$ cat config.mk
export PLATFORM = sky130hd
export DESIGN_NAME = div_share_arbiter_flat
export DESIGN_NICKNAME = d
export VERILOG_FILES = /design/src/rtl/div_share_arbiter_if.sv /design/src/rtl/div_share_arbiter.sv /design/src/flat_wrapper.sv
export SDC_FILE = /design/constraint.sdc
export NUM_CORES = 1
export LEC_CHECK = 0
export BUFFER_PORTS_ARGS = -buffer_cell sky130_fd_sc_hd__buf_2
export CAP_MARGIN = 20
export CORE_AREA = 2 2 168 170
export CTS_BUF_LIST = sky130_fd_sc_hd__clkbuf_2
export DETAILED_ROUTE_END_ITERATION = 8
export DIE_AREA = 0 0 170 172
export GPL_TIMING_DRIVEN = 0
export PLACE_DENSITY = 0.74
export SETUP_SLACK_MARGIN = 0.5
export SLEW_MARGIN = 5
export SYNTH_ARGS = -nofsm -noshare
export SYNTH_HDL_FRONTEND = slang
export SYNTH_SLANG_ARGS = --single-unit
$ cat constraint.sdc
create_clock -name clk -period 10.3 [get_ports clk]
set_input_delay 0.515 -clock clk [delete_from_list [all_inputs] [get_ports clk]]
set_output_delay 0.515 -clock clk [all_outputs]
set_load 0.03 [all_outputs]
$ cat src/rtl/div_share_arbiter_if.sv
// Signal bundle between two divide requesters, the shared divider and the arbiter.
// The arbiter connects through the slave modport; the environment uses master.
interface div_share_arbiter_if #(
    parameter int DATA_WIDTH = 32,
    parameter int CLZ_W      = $clog2(DATA_WIDTH)
);
    logic                  r0_start;
    logic [DATA_WIDTH-1:0] r0_dividend;
    logic [DATA_WIDTH-1:0] r0_divisor;
    logic [CLZ_W-1:0]      r0_dividend_CLZ;
    logic [CLZ_W-1:0]      r0_divisor_CLZ;
    logic                  r0_divisor_is_zero;
    logic [DATA_WIDTH-1:0] r0_quotient;
    logic [DATA_WIDTH-1:0] r0_remainder;
    logic                  r0_done;

    logic                  r1_start;
    logic [DATA_WIDTH-1:0] r1_dividend;
    logic [DATA_WIDTH-1:0] r1_divisor;
    logic [CLZ_W-1:0]      r1_dividend_CLZ;
    logic [CLZ_W-1:0]      r1_divisor_CLZ;
    logic                  r1_divisor_is_zero;
    logic [DATA_WIDTH-1:0] r1_quotient;
    logic [DATA_WIDTH-1:0] r1_remainder;
    logic                  r1_done;

    logic                  div_start;
    logic [DATA_WIDTH-1:0] div_dividend;
    logic [DATA_WIDTH-1:0] div_divisor;
    logic [CLZ_W-1:0]      div_dividend_CLZ;
    logic [CLZ_W-1:0]      div_divisor_CLZ;
    logic                  div_divisor_is_zero;
    logic [DATA_WIDTH-1:0] div_quotient;
    logic [DATA_WIDTH-1:0] div_remainder;
    logic                  div_done;
    logic                  busy;

    modport slave (
        input  r0_start, r0_dividend, r0_divisor, r0_dividend_CLZ, r0_divisor_CLZ, r0_divisor_is_zero,
        input  r1_start, r1_dividend, r1_divisor, r1_dividend_CLZ, r1_divisor_CLZ, r1_divisor_is_zero,
        output r0_quotient, r0_remainder, r0_done,
        output r1_quotient, r1_remainder, r1_done,
        output div_start, div_dividend, div_divisor, div_dividend_CLZ, div_divisor_CLZ, div_divisor_is_zero,
        input  div_quotient, div_remainder, div_done,
        output busy
    );

    modport master (
        output r0_start, r0_dividend, r0_divisor, r0_dividend_CLZ, r0_divisor_CLZ, r0_divisor_is_zero,
        output r1_start, r1_dividend, r1_divisor, r1_dividend_CLZ, r1_divisor_CLZ, r1_divisor_is_zero,
        input  r0_quotient, r0_remainder, r0_done,
        input  r1_quotient, r1_remainder, r1_done,
        input  div_start, div_dividend, div_divisor, div_dividend_CLZ, div_divisor_CLZ, div_divisor_is_zero,
        output div_quotient, div_remainder, div_done,
        input  busy
    );
endinterface

$ cat src/rtl/div_share_arbiter.sv
// Two-requester round-robin arbiter in front of one shared unsigned divider.
// Each requester has a one-deep operand buffer; results are registered per requester.
module div_share_arbiter #(
    parameter int DATA_WIDTH = 32,
    parameter int CLZ_W      = $clog2(DATA_WIDTH)
) (
    input logic                clk,
    input logic                rst,
    div_share_arbiter_if.slave bus
);
    typedef enum logic {IDLE, BUSY} state_t;

    state_t state, next_state;

    logic [1:0]            pending;
    logic                  last_grant;
    logic                  owner;
    logic [DATA_WIDTH-1:0] buf_dividend     [2];
    logic [DATA_WIDTH-1:0] buf_divisor      [2];
    logic [CLZ_W-1:0]      buf_dividend_clz [2];
    logic [CLZ_W-1:0]      buf_divisor_clz  [2];
    logic [1:0]            buf_dz;

    logic [1:0]            start;
    logic [DATA_WIDTH-1:0] in_dividend     [2];
    logic [DATA_WIDTH-1:0] in_divisor      [2];
    logic [CLZ_W-1:0]      in_dividend_clz [2];
    logic [CLZ_W-1:0]      in_divisor_clz  [2];
    logic [1:0]            in_dz;

    logic [1:0]            accept;
    logic [1:0]            clear;
    logic                  grant;
    logic                  sel;
    logic                  complete;

    always_comb begin
        start              = {bus.r1_start, bus.r0_start};
        in_dividend[0]     = bus.r0_dividend;
        in_dividend[1]     = bus.r1_dividend;
        in_divisor[0]      = bus.r0_divisor;
        in_divisor[1]      = bus.r1_divisor;
        in_dividend_clz[0] = bus.r0_dividend_CLZ;
        in_dividend_clz[1] = bus.r1_dividend_CLZ;
        in_divisor_clz[0]  = bus.r0_divisor_CLZ;
        in_divisor_clz[1]  = bus.r1_divisor_CLZ;
        in_dz              = {bus.r1_divisor_is_zero, bus.r0_divisor_is_zero};
    end

    // A start is dropped while that requester already has a buffered or in-flight divide.
    always_comb begin
        accept = '0;
        for (int unsigned n = 0; n < 2; n++) begin
            accept[n] = start[n] && !pending[n] && !(state == BUSY && owner == 1'(n));
        end
    end

    always_comb begin
        next_state              = state;
        grant                   = 1'b0;
        sel                     = 1'b0;
        complete                = 1'b0;
        bus.div_start           = 1'b0;
        bus.div_dividend        = '0;
        bus.div_divisor         = '0;
        bus.div_dividend_CLZ    = '0;
        bus.div_divisor_CLZ     = '0;
        bus.div_divisor_is_zero = 1'b0;
        bus.busy                = 1'b0;

        case (state)
            IDLE: begin
                if (pending != 2'b00 && !rst) begin
                    grant      = 1'b1;
                    sel        = (pending == 2'b11) ? ~last_grant : pending[1];
                    next_state = BUSY;
                end
            end
            BUSY: begin
                if (bus.div_done) begin
                    complete   = 1'b1;
                    next_state = IDLE;
                end
            end
            default: next_state = IDLE;
        endcase

        if (grant) begin
            bus.div_start           = 1'b1;
            bus.div_dividend        = buf_dividend[sel];
            bus.div_divisor         = buf_divisor[sel];
            bus.div_dividend_CLZ    = buf_dividend_clz[sel];
            bus.div_divisor_CLZ     = buf_divisor_clz[sel];
            bus.div_divisor_is_zero = buf_dz[sel];
        end

        // The granting cycle counts as in flight so back-to-back divides keep busy high.
        bus.busy = ((state == BUSY) || grant) && !rst;
    end

    always_comb begin
        clear    = '0;
        clear[0] = grant && !sel;
        clear[1] = grant && sel;
    end

    always_ff @(posedge clk) begin
        if (rst) begin
            state <= IDLE;
        end else begin
            state <= next_state;
        end
    end

    always_ff @(posedge clk) begin
        for (int unsigned n = 0; n < 2; n++) begin
            if (accept[n]) begin
                buf_dividend[n]     <= in_dividend[n];
                buf_divisor[n]      <= in_divisor[n];
                buf_dividend_clz[n] <= in_dividend_clz[n];
                buf_divisor_clz[n]  <= in_divisor_clz[n];
                buf_dz[n]           <= in_dz[n];
            end
        end
    end

    always_ff @(posedge clk) begin
        if (rst) begin
            pending          <= '0;
            last_grant       <= 1'b1;
            owner            <= 1'b0;
            bus.r0_quotient  <= '0;
            bus.r0_remainder <= '0;
            bus.r0_done      <= 1'b0;
            bus.r1_quotient  <= '0;
            bus.r1_remainder <= '0;
            bus.r1_done      <= 1'b0;
        end else begin
            bus.r0_done <= 1'b0;
            bus.r1_done <= 1'b0;
            pending     <= (pending & ~clear) | accept;
            if (grant) begin
                owner      <= sel;
                last_grant <= sel;
            end
            if (complete) begin
                if (owner) begin
                    bus.r1_quotient  <= bus.div_quotient;
                    bus.r1_remainder <= bus.div_remainder;
                    bus.r1_done      <= 1'b1;
                end else begin
                    bus.r0_quotient  <= bus.div_quotient;
                    bus.r0_remainder <= bus.div_remainder;
                    bus.r0_done      <= 1'b1;
                end
            end
        end
    end
endmodule
$ cat src/flat_wrapper.sv
// flat-port wrapper written by rule: the top's interface ports become plain ports
module div_share_arbiter_flat 
#(
    parameter int DATA_WIDTH = 32,
    parameter int CLZ_W      = $clog2(DATA_WIDTH)
)
  (clk, rst, bus_r0_start, bus_r0_dividend, bus_r0_divisor, bus_r0_dividend_CLZ, bus_r0_divisor_CLZ, bus_r0_divisor_is_zero, bus_r1_start, bus_r1_dividend, bus_r1_divisor, bus_r1_dividend_CLZ, bus_r1_divisor_CLZ, bus_r1_divisor_is_zero, bus_r0_quotient, bus_r0_remainder, bus_r0_done, bus_r1_quotient, bus_r1_remainder, bus_r1_done, bus_div_start, bus_div_dividend, bus_div_divisor, bus_div_dividend_CLZ, bus_div_divisor_CLZ, bus_div_divisor_is_zero, bus_div_quotient, bus_div_remainder, bus_div_done, bus_busy);
  div_share_arbiter_if #(.DATA_WIDTH(DATA_WIDTH), .CLZ_W(CLZ_W)) bus_i ();
  input logic clk;
  input logic rst;
  input wire logic [$bits(bus_i.r0_start)-1:0] bus_r0_start;
  input wire logic [$bits(bus_i.r0_dividend)-1:0] bus_r0_dividend;
  input wire logic [$bits(bus_i.r0_divisor)-1:0] bus_r0_divisor;
  input wire logic [$bits(bus_i.r0_dividend_CLZ)-1:0] bus_r0_dividend_CLZ;
  input wire logic [$bits(bus_i.r0_divisor_CLZ)-1:0] bus_r0_divisor_CLZ;
  input wire logic [$bits(bus_i.r0_divisor_is_zero)-1:0] bus_r0_divisor_is_zero;
  input wire logic [$bits(bus_i.r1_start)-1:0] bus_r1_start;
  input wire logic [$bits(bus_i.r1_dividend)-1:0] bus_r1_dividend;
  input wire logic [$bits(bus_i.r1_divisor)-1:0] bus_r1_divisor;
  input wire logic [$bits(bus_i.r1_dividend_CLZ)-1:0] bus_r1_dividend_CLZ;
  input wire logic [$bits(bus_i.r1_divisor_CLZ)-1:0] bus_r1_divisor_CLZ;
  input wire logic [$bits(bus_i.r1_divisor_is_zero)-1:0] bus_r1_divisor_is_zero;
  output wire logic [$bits(bus_i.r0_quotient)-1:0] bus_r0_quotient;
  output wire logic [$bits(bus_i.r0_remainder)-1:0] bus_r0_remainder;
  output wire logic [$bits(bus_i.r0_done)-1:0] bus_r0_done;
  output wire logic [$bits(bus_i.r1_quotient)-1:0] bus_r1_quotient;
  output wire logic [$bits(bus_i.r1_remainder)-1:0] bus_r1_remainder;
  output wire logic [$bits(bus_i.r1_done)-1:0] bus_r1_done;
  output wire logic [$bits(bus_i.div_start)-1:0] bus_div_start;
  output wire logic [$bits(bus_i.div_dividend)-1:0] bus_div_dividend;
  output wire logic [$bits(bus_i.div_divisor)-1:0] bus_div_divisor;
  output wire logic [$bits(bus_i.div_dividend_CLZ)-1:0] bus_div_dividend_CLZ;
  output wire logic [$bits(bus_i.div_divisor_CLZ)-1:0] bus_div_divisor_CLZ;
  output wire logic [$bits(bus_i.div_divisor_is_zero)-1:0] bus_div_divisor_is_zero;
  input wire logic [$bits(bus_i.div_quotient)-1:0] bus_div_quotient;
  input wire logic [$bits(bus_i.div_remainder)-1:0] bus_div_remainder;
  input wire logic [$bits(bus_i.div_done)-1:0] bus_div_done;
  output wire logic [$bits(bus_i.busy)-1:0] bus_busy;
  assign bus_i.r0_start = bus_r0_start;
  assign bus_i.r0_dividend = bus_r0_dividend;
  assign bus_i.r0_divisor = bus_r0_divisor;
  assign bus_i.r0_dividend_CLZ = bus_r0_dividend_CLZ;
  assign bus_i.r0_divisor_CLZ = bus_r0_divisor_CLZ;
  assign bus_i.r0_divisor_is_zero = bus_r0_divisor_is_zero;
  assign bus_i.r1_start = bus_r1_start;
  assign bus_i.r1_dividend = bus_r1_dividend;
  assign bus_i.r1_divisor = bus_r1_divisor;
  assign bus_i.r1_dividend_CLZ = bus_r1_dividend_CLZ;
  assign bus_i.r1_divisor_CLZ = bus_r1_divisor_CLZ;
  assign bus_i.r1_divisor_is_zero = bus_r1_divisor_is_zero;
  assign bus_r0_quotient = bus_i.r0_quotient;
  assign bus_r0_remainder = bus_i.r0_remainder;
  assign bus_r0_done = bus_i.r0_done;
  assign bus_r1_quotient = bus_i.r1_quotient;
  assign bus_r1_remainder = bus_i.r1_remainder;
  assign bus_r1_done = bus_i.r1_done;
  assign bus_div_start = bus_i.div_start;
  assign bus_div_dividend = bus_i.div_dividend;
  assign bus_div_divisor = bus_i.div_divisor;
  assign bus_div_dividend_CLZ = bus_i.div_dividend_CLZ;
  assign bus_div_divisor_CLZ = bus_i.div_divisor_CLZ;
  assign bus_div_divisor_is_zero = bus_i.div_divisor_is_zero;
  assign bus_i.div_quotient = bus_div_quotient;
  assign bus_i.div_remainder = bus_div_remainder;
  assign bus_i.div_done = bus_div_done;
  assign bus_busy = bus_i.busy;
  div_share_arbiter #(.DATA_WIDTH(DATA_WIDTH), .CLZ_W(CLZ_W)) u_core (.clk(clk), .rst(rst), .bus(bus_i));
endmodule
# After elaboration in Yosys (flattened, before gate mapping)
# Memory sizes are Yosys's and may differ from the RTL's.
# Cells that the tools add are included.
[op_classes]
magnitude_cmp = 1
n_eq_ne = 1
muxes = 23
n_bitwise = 7
reduce_logical = 21
[op_table]
columns = ["cell", "count"]
rows = [
  ["$mux W32", 2],
  ["$mux W1", 18],
  ["$logic_and A1 B1 Y1", 10],
  ["$mux W5", 2],
  ["$logic_not A1 Y1", 6],
  ["$not A1 Y1", 4],
  ["$reduce_and A2 Y1", 2],
  ["$and A2 B2 Y2", 1],
  ["$eq A2 B2 Y1 const B", 1],
  ["$lt A1 B2 Y1 const B", 1],
  ["$not A2 Y2", 1],
  ["$or A2 B2 Y2", 1],
  ["$pmux W1 S2", 1],
  ["$reduce_bool A2 Y1", 1],
  ["$reduce_or A2 Y1", 1],
  ["$logic_or A1 B1 Y1", 1],
]
[word_totals]
ff_bits = 137
ramBits = 148
inputBits = 219
output_inout_bits = 207
mem_count = 4
[memory_table]
columns = ["name", "words", "width", "read_ports", "rd_ports_with_merged_regs", "write_ports", "line", "text"]
rows = [
  ["u_core.buf_dividend", 2, 32, 1, 0, 2, "div_share_arbiter.sv:18", "logic [DATA_WIDTH-1:0] buf_dividend [2];"],
  ["u_core.buf_divisor", 2, 32, 1, 0, 2, "div_share_arbiter.sv:19", "logic [DATA_WIDTH-1:0] buf_divisor [2];"],
  ["u_core.buf_dividend_clz", 2, 5, 1, 0, 2, "div_share_arbiter.sv:20", "logic [CLZ_W-1:0] buf_dividend_clz [2];"],
  ["u_core.buf_divisor_clz", 2, 5, 1, 0, 2, "div_share_arbiter.sv:21", "logic [CLZ_W-1:0] buf_divisor_clz [2];"],
]

# Longest topological paths before layout
# Gate-level depths: netlist of the first run.
[logic_depth]
ltp_word = 9
ltp_mapped = 6
ltp_nobuf = 3

# Worst setup path after synthesis of the first run
# OpenSTA, ideal clock, no wires.
[synth_timing]
path_kind = "input to register"
from = "input bus_r1_start"
to = "memory u_core.buf_dividend[1][0], enable pin"
setup_ps = 623
arrival_ps = 6140
required_time_ps = 9677
slack_ps = 3537
path_stages = 2
path_cell_list = "inv_1 > a211oi_1"
[synth_rtl]
columns = ["item", "line", "text"]
rows = [
  ["start, declared", "flat_wrapper.sv:17", "input wire logic [$bits(bus_i.r1_start)-1:0] bus_r1_start;"],
  ["end, declared", "div_share_arbiter.sv:18", ""],
]

# Final worst setup path of the first run
[layout_timing]
from = "register u_core.pending[1]"
to = "output bus_div_dividend[26]"
[layout_via]
elab_chain_cells = 6
[layout_lines]
columns = ["item", "line", "text"]
rows = [
  ["start, declared", "div_share_arbiter.sv:15", "logic [1:0] pending;"],
  ["start signal, assigned", "div_share_arbiter.sv:141", "pending <= (pending & ~clear) | accept;"],
  ["$eq A2 B2 Y1 / $reduce_bool A2 Y1 (equally long branches)", "div_share_arbiter.sv:75, div_share_arbiter.sv:73", ""],
  ["$mux W1 / $logic_and A1 B1 Y1 (equally long branches)", "div_share_arbiter.sv:75, div_share_arbiter.sv:73", ""],
  ["$mux W1", "div_share_arbiter.sv:73", "if (pending != 2'b00 && !rst) begin"],
  ["$mux W1", "div_share_arbiter.sv:71", "case (state)"],
  ["$mem_v2 Z2 W32", "-", ""],
  ["$mux W32 (*)", "div_share_arbiter.sv:88", "if (grant) begin"],
  ["end, declared", "flat_wrapper.sv:30", "output wire logic [$bits(bus_i.div_dividend)-1:0] bus_div_dividend;"],
]
# Mark *: on every way between the ends. The rest lies on a longest branch, timed or not.

==> flow_summary.json, run 1 <==
{
  "timing.critical_path.buf_inv": 3,
  "netlist_top_cells_area": "edfxtp_1 (45%), dfxtp_1 (27%), nand2_1 (9.7%)",
  "cts-root-buf": "clkbuf_2",
  "peakVddDrop_mv": 0.104,
  "vias_per_cell": 4.95,
  "syn_nets": 1055,
  "endpoint_kind": "output pin",
  "relSlewSlack": 0.545,
  "wl_per_cell_microns": 19.2,
  "status": "finished clean",
  "grt_pass1_wl_microns": 54800,
  "layout_common_cells": "buf_2 (451), nand2_1 (258), dlygate4sd3_1 (215), edfxtp_1 (150), dfxtp_1 (135)",
  "start_util": 0.364,
  "worstPathRequired_ns": 9.79,
  "dpl.hpwl_microns": 23600,
  "antenna_found_initial": 5,
  "area_growth_syn_to_layout_pct": 55.1,
  "hold_viol": 0,
  "io_pins": 426,
  "route.vias.total": 9713,
  "grt_pass1_vias": 9923,
  "dieWidth_microns": 170,
  "gp_congestion": 0.856,
  "hold_path.class": "in -> reg",
  "rr_endpoint": "u_core.buf_divisor[0][27]",
  "drtAntennaViolNets": 0,
  "post-route-period-util": 0.301,
  "rsz0062_at_grt": "false",
  "drc": 0,
  "power.density_mw_per_mm2": 158,
  "hold_slack_ns": 0.163,
  "yosysWarningCount": 0,
  "h-tree-depth": 3,
  "cts_tree": "built",
  "finalInstanceArea_sq_mm": 0.0155,
  "reg2reg_slack_ns": 7.23,
  "drv_cap": 0,
  "synth_compound_area_frac": 0.137,
  "synthSimpleGateAreaFrac": 0.107,
  "synth_xor_area_frac": 0,
  "clock_latency_ns": 0.85,
  "skew_ns": 0.0723,
  "placed_area_sq_mm": 0.0127,
  "die_h_microns": 172,
  "setup-tns-final_ns": 0,
  "final_max_slew_viol_count": 0,
  "synth_top_family_by_area": "compound AO/OA/AOI/OAI gates",
  "crit_chain": "nand2b_1, a211oi_2, buf_4, buf_6, a22o_1, buf_2",
  "die_area_sq_mm": 0.0292,
  "endpoint": "bus_div_dividend[26]",
  "synth_adder_area_share": 0,
  "timing.rr.start": "u_core.state",
  "worstMarginPinSlew_ns": 0.682,
  "leakagePower_nw": 6.84,
  "arrival_ns": 2.59,
  "yosys.area.top_type": "edfxtp_1",
  "dp.cells": 1619,
  "synth_top_area_share": 0.450,
  "max_freq_ghz": 0.322,
  "wl_microns": 37700,
  "nets": 1782,
  "synthMuxAreaShare": 0,
  "numPortBuffers": 425,
  "worstSetupPathType": "reg -> out",
  "syn_area_per_cell_sq_um": 12.0,
  "syn-cell-area_sq_mm": 0.0100,
  "yosysUniqueCellTypes": 26,
  "drt_pass1_iterations": 5,
  "stdcell_count": 1961,
  "cts_buffer_depth": 3,
  "slowest_delay_ns": 0.46,
  "layout_commonest_cell": "buf_2",
  "cts.sinks": 285,
  "setup_violations": 0,
  "fin_ws_ns": 7.20,
  "drive_above_1_share": 0.374,
  "path_depth": 6,
  "post-place-ws_ns": 7.22,
  "cp-start-kind": "register",
  "rows": 61,
  "synthCells": 836,
  "ys_seq_area_frac": 0.720,
  "grt.overflow.total": 0,
  "crit_slowest_cell": "dfxtp_1",
  "yosys_register_bits": 285,
  "critPathMaxFanout": 10,
  "startpoint": "u_core.pending[1]",
  "grt_max_degree": 19,
  "dr.first_iter.drc_count": 786,
  "path_delay_family": "buffers and inverters",
  "numCtsBuffers": 73,
  "r2r_cells": 10,
  "period_needed_ns": 3.10,
  "cts.repair.resized": 0,
  "clkTransAtPathRegs_ns": 0.11,
  "core_sq_mm": 0.0275,
  "track_usage": 0.247
}
-- cell usage after synthesis --
cell / n
a21o_1: 1
o211ai_1: 1
buf_6: 5
nor3b_1: 1
and3b_1: 1
o21a_1: 3
inv_1: 2
nor2_1: 4
buf_2: 26
buf_1: 3
nor3_1: 2
buf_4: 15
nor2b_1: 3
a21oi_1: 130
nand3b_1: 1
clkbuf_1: 12
nand2_1: 258
a22o_1: 75
edfxtp_1: 150
and3_1: 1
nand3_1: 1
a211oi_2: 1
dfxtp_1: 135
nand2b_1: 2
nor3_2: 1
a211oi_1: 2
-- tightest hold or removal path, cell delays in order --
cell	delay (ns)
buf_2	0.09
inv_1	0.10
a211oi_4	0.11
-- per-layer routing --
layer	global-route usage	routed length, microns	share of wire
met1	0.257	13300	0.35
met2	0.435	18900	0.50
met3	0.0870	3940	0.10
met4	0.138	1510	0.040
met5	0	0	0
-- area by class of cell --
type                    instances  area, sq um
fillers                      2210        11900
flip-flops and latches        285         7210
repair buffers                652         4430
multi-input cells             488         2460
clock buffers                 109          546
well taps                     346          433
plain buffers                  61          355
clock inverters                11         77.6
diodes                          7         17.5
inverters                       2         7.51
-- sequential cells by signal (all words and copies together), names as in the netlist, 2 cells and up --
signal and count:
u_core.buf_dividend 64, u_core.buf_dividend_clz 10, u_core.buf_divisor 64, u_core.buf_divisor_clz 10, u_core.buf_dz 2, u_core.bus.r0_quotient 32
u_core.bus.r0_remainder 32, u_core.bus.r1_quotient 32, u_core.bus.r1_remainder 32, u_core.pending 2
-- power by group --
| part | internal [mW] | switching (mW) |
|---|---|---|
| sequential | 1.27 | 0.0285 |
| combinational | 0.156 | 0.220 |
| clock | 0.301 | 0.472 |
| total | 1.73 | 0.721 |
-- through the flow --
step	utilization	power, mW
2_1_floorplan	-	1.49
3_3_place_gp	0.458	1.62
3_5_place_dp	0.464	1.62
4_1_cts	0.565	2.44
5_1_grt	0.565	2.55
6_report	0.565	2.45
-- logic make-up (layout without fill, tap and decap cells) --
family	after synthesis	after routing
compound gates	213	213
simple gates	275	275
buf+inv	63	835
other cells	0	7
flops	285	285
-- worst min path at each step --
stage / from / end / slack (ns) / cells past startpoint
3_3_place_gp: u_core.bus.r1_quotient[18] / u_core.bus.r1_quotient[18] / 0.44 / 2
3_5_place_dp: u_core.bus.r0_remainder[8] / u_core.bus.r0_remainder[8] / 0.44 / 2
5_1_grt: bus_r1_start / u_core.buf_dividend[1][13] / 0.08 / 3
2_1_floorplan: u_core.owner / u_core.owner / 0.49 / 2
4_1_cts: bus_r1_start / u_core.buf_dividend[1][10] / 0.09 / 3
6_report: bus_r1_start / u_core.buf_dividend[1][13] / 0.16 / 3
-- what timing repair did --
item / 4_1_cts / 5_1_grt
buffers inserted: 0 / 0
hold buffers: 215 / 0
hold endpoints to repair: 279 / 0
(Power assumes the default switching activity.)
==> run 2: changes to the inputs <==
CORE_AREA = 2 2 164 166   (was 2 2 168 170)
DIE_AREA = 0 0 166 168   (was 0 0 170 172)
PLACE_DENSITY = 0.79   (was 0.74)
clock period = 2.7 ns   (was 10.3 ns; I/O delays follow)
==> run 2 against run 1 <==
Net effect: setup slack got worse by 7.0 ns; non-clock buffer count grew 128; clock skew up 0.054 ns; wire length is 27% higher; cell count up 6.3%; first-iteration DRC count increased by 44%; sequential power rose to 3.8 times the previous value; clock power rose to 3.9 times the previous value; sequential cell count did not move; critical path depth is 1 higher; critical endpoint is now bus_div_divisor_CLZ[3].
==> flow_summary.json, run 2 (same netlist as run 1, synthesis figures left out) <==
{
  "nFillCells": 1739,
  "dpl.hpwl_microns": 23300,
  "nets": 1911,
  "dp.cells": 1612,
  "setup_violations": 0,
  "numCtsBuffers": 74,
  "h-tree-depth": 3,
  "start_util": 0.380,
  "status": "finished clean",
  "grt.overflow.total": 0,
  "worstPathRequired_ns": 2.57,
  "reg2reg_slack_ns": 0.57,
  "endpoint_kind": "output pin",
  "period_needed_ns": 2.50,
  "worstMarginPinSlew_ns": 0.691,
  "drv_cap": 0,
  "grt_pass1_wl_microns": 64300,
  "wl_per_cell_microns": 22.9,
  "rows": 60,
  "critPathMaxFanout": 5,
  "area_growth_syn_to_layout_pct": 76.3,
  "peakVddDrop_mv": 0.384,
  "drtAntennaViolNets": 0,
  "grt_pass1_vias": 11190,
  "grt_max_degree": 19,
  "final_max_slew_viol_count": 0,
  "numPortBuffers": 425,
  "dieWidth_microns": 166,
  "cts_buffer_depth": 3,
  "max_freq_ghz": 0.400,
  "arrival_ns": 2.36,
  "cts_tree": "built",
  "reg_top3": "u_core.buf_dividend x64, u_core.buf_divisor x64",
  "track_usage": 0.298,
  "post-route-period-util": 0.925,
  "dr.first_iter.drc_count": 1130,
  "gp_congestion": 0.881,
  "clkTransAtPathRegs_ns": 0.13,
  "antenna_found_initial": 5,
  "drive_above_1_share": 0.368,
  "power.density_mw_per_mm2": 563,
  "io_pins": 426,
  "drc": 0,
  "vias_per_cell": 5.34,
  "wl_microns": 47800,
  "route.vias.total": 11133,
  "stdcell_count": 2085,
  "cts-root-buf": "clkbuf_2",
  "leakagePower_nw": 7.60,
  "hold_viol": 0,
  "clock_latency_ns": 0.92,
  "die_area_sq_mm": 0.0279,
  "die_h_microns": 168,
  "layout_commonest_cell": "buf_2",
  "drt_pass1_iterations": 6,
  "layout_common_cells": "buf_2 (383), dlygate4sd3_1 (318), nand2_1 (258), edfxtp_1 (150)",
  "worstSetupPathType": "reg -> out",
  "relSlewSlack": 0.540,
  "hold_path.class": "in -> reg",
  "final_core_util": 0.670,
  "skew_ns": 0.126,
  "setup-tns-final_ns": 0,
  "cts.sinks": 285,
  "rsz0062_at_grt": "true",
  "cp-start-kind": "register",
  "core_sq_mm": 0.0264
}
## run 2: per-stage QoR
step	total power, mW	hold WS (ns)	area [sq um]	setup WS [ns]
floorplan	5.67	0.231	10000	-0.262
global placement	6.13	0.312	12600	-1.21
detailed placement	6.20	0.313	12800	0.433
CTS	9.44	0.00423	17200	0.155
global route	10.2	-0.0172	17700	0.0748
finish	9.93	0.0641	17700	0.202
## run 2: timing repair
action                                  in CTS  in global routing
pin swaps                                   17                 14
resized for setup                          128                 63
buffers inserted                            13                  3
endpoints found under the setup margin     100                 76
hold buffers                               317                  1
gates cloned                                 5                  6
hold endpoints to repair                   344                  1
## run 2: power breakdown
group          switching (mW)  total, mW  internal (mW)
Combinational           0.990       1.88          0.887
Sequential              0.153       5.00           4.85
Clock                    2.04       3.05           1.01
Total                    3.19       9.93           6.75
## run 2: critical path: stages (launching register included)
cell	delay [ns]
dfxtp_4	0.38
nor2b_4	0.14
nor3_4	0.19
buf_12	0.16
clkbuf_16	0.17
buf_8	0.12
a22o_1	0.19
buf_6	0.16
## run 2: worst paths after layout
path                              start                             to  cells after the start
min              bus_r1_dividend_CLZ[4]  u_core.buf_dividend_clz[1][4]                      2
min reg2reg  u_core.bus.r0_remainder[1]     u_core.bus.r0_remainder[1]                      2
max reg2reg                u_core.state  u_core.buf_dividend_clz[0][4]                      9
max                   u_core.pending[1]         bus_div_divisor_CLZ[3]                      7
## run 2: final cells by class
cell class | count | area (sq um) | area share
timing repair buffer | 780 | 6300 | 0.357
clock buffer | 100 | 500 | 0.0284
buffer | 61 | 485 | 0.0275
tap | 341 | 427 | 0.0242
antenna | 4 | 10.0 | 0.000567
sequential | 285 | 7220 | 0.409
inverter | 2 | 7.51 | 0.000425
multi-input combinational | 488 | 2600 | 0.147
clock inverter | 24 | 109 | 0.00617
## run 2: metal layers
metal	GRT usage	vias up	share of wire
met2	0.530	972	0.49
met1	0.317	5228	0.33
li1	-	4687	-
met3	0.0851	244	0.11
met4	0.174	2	0.066
met5	0	-	0.00027
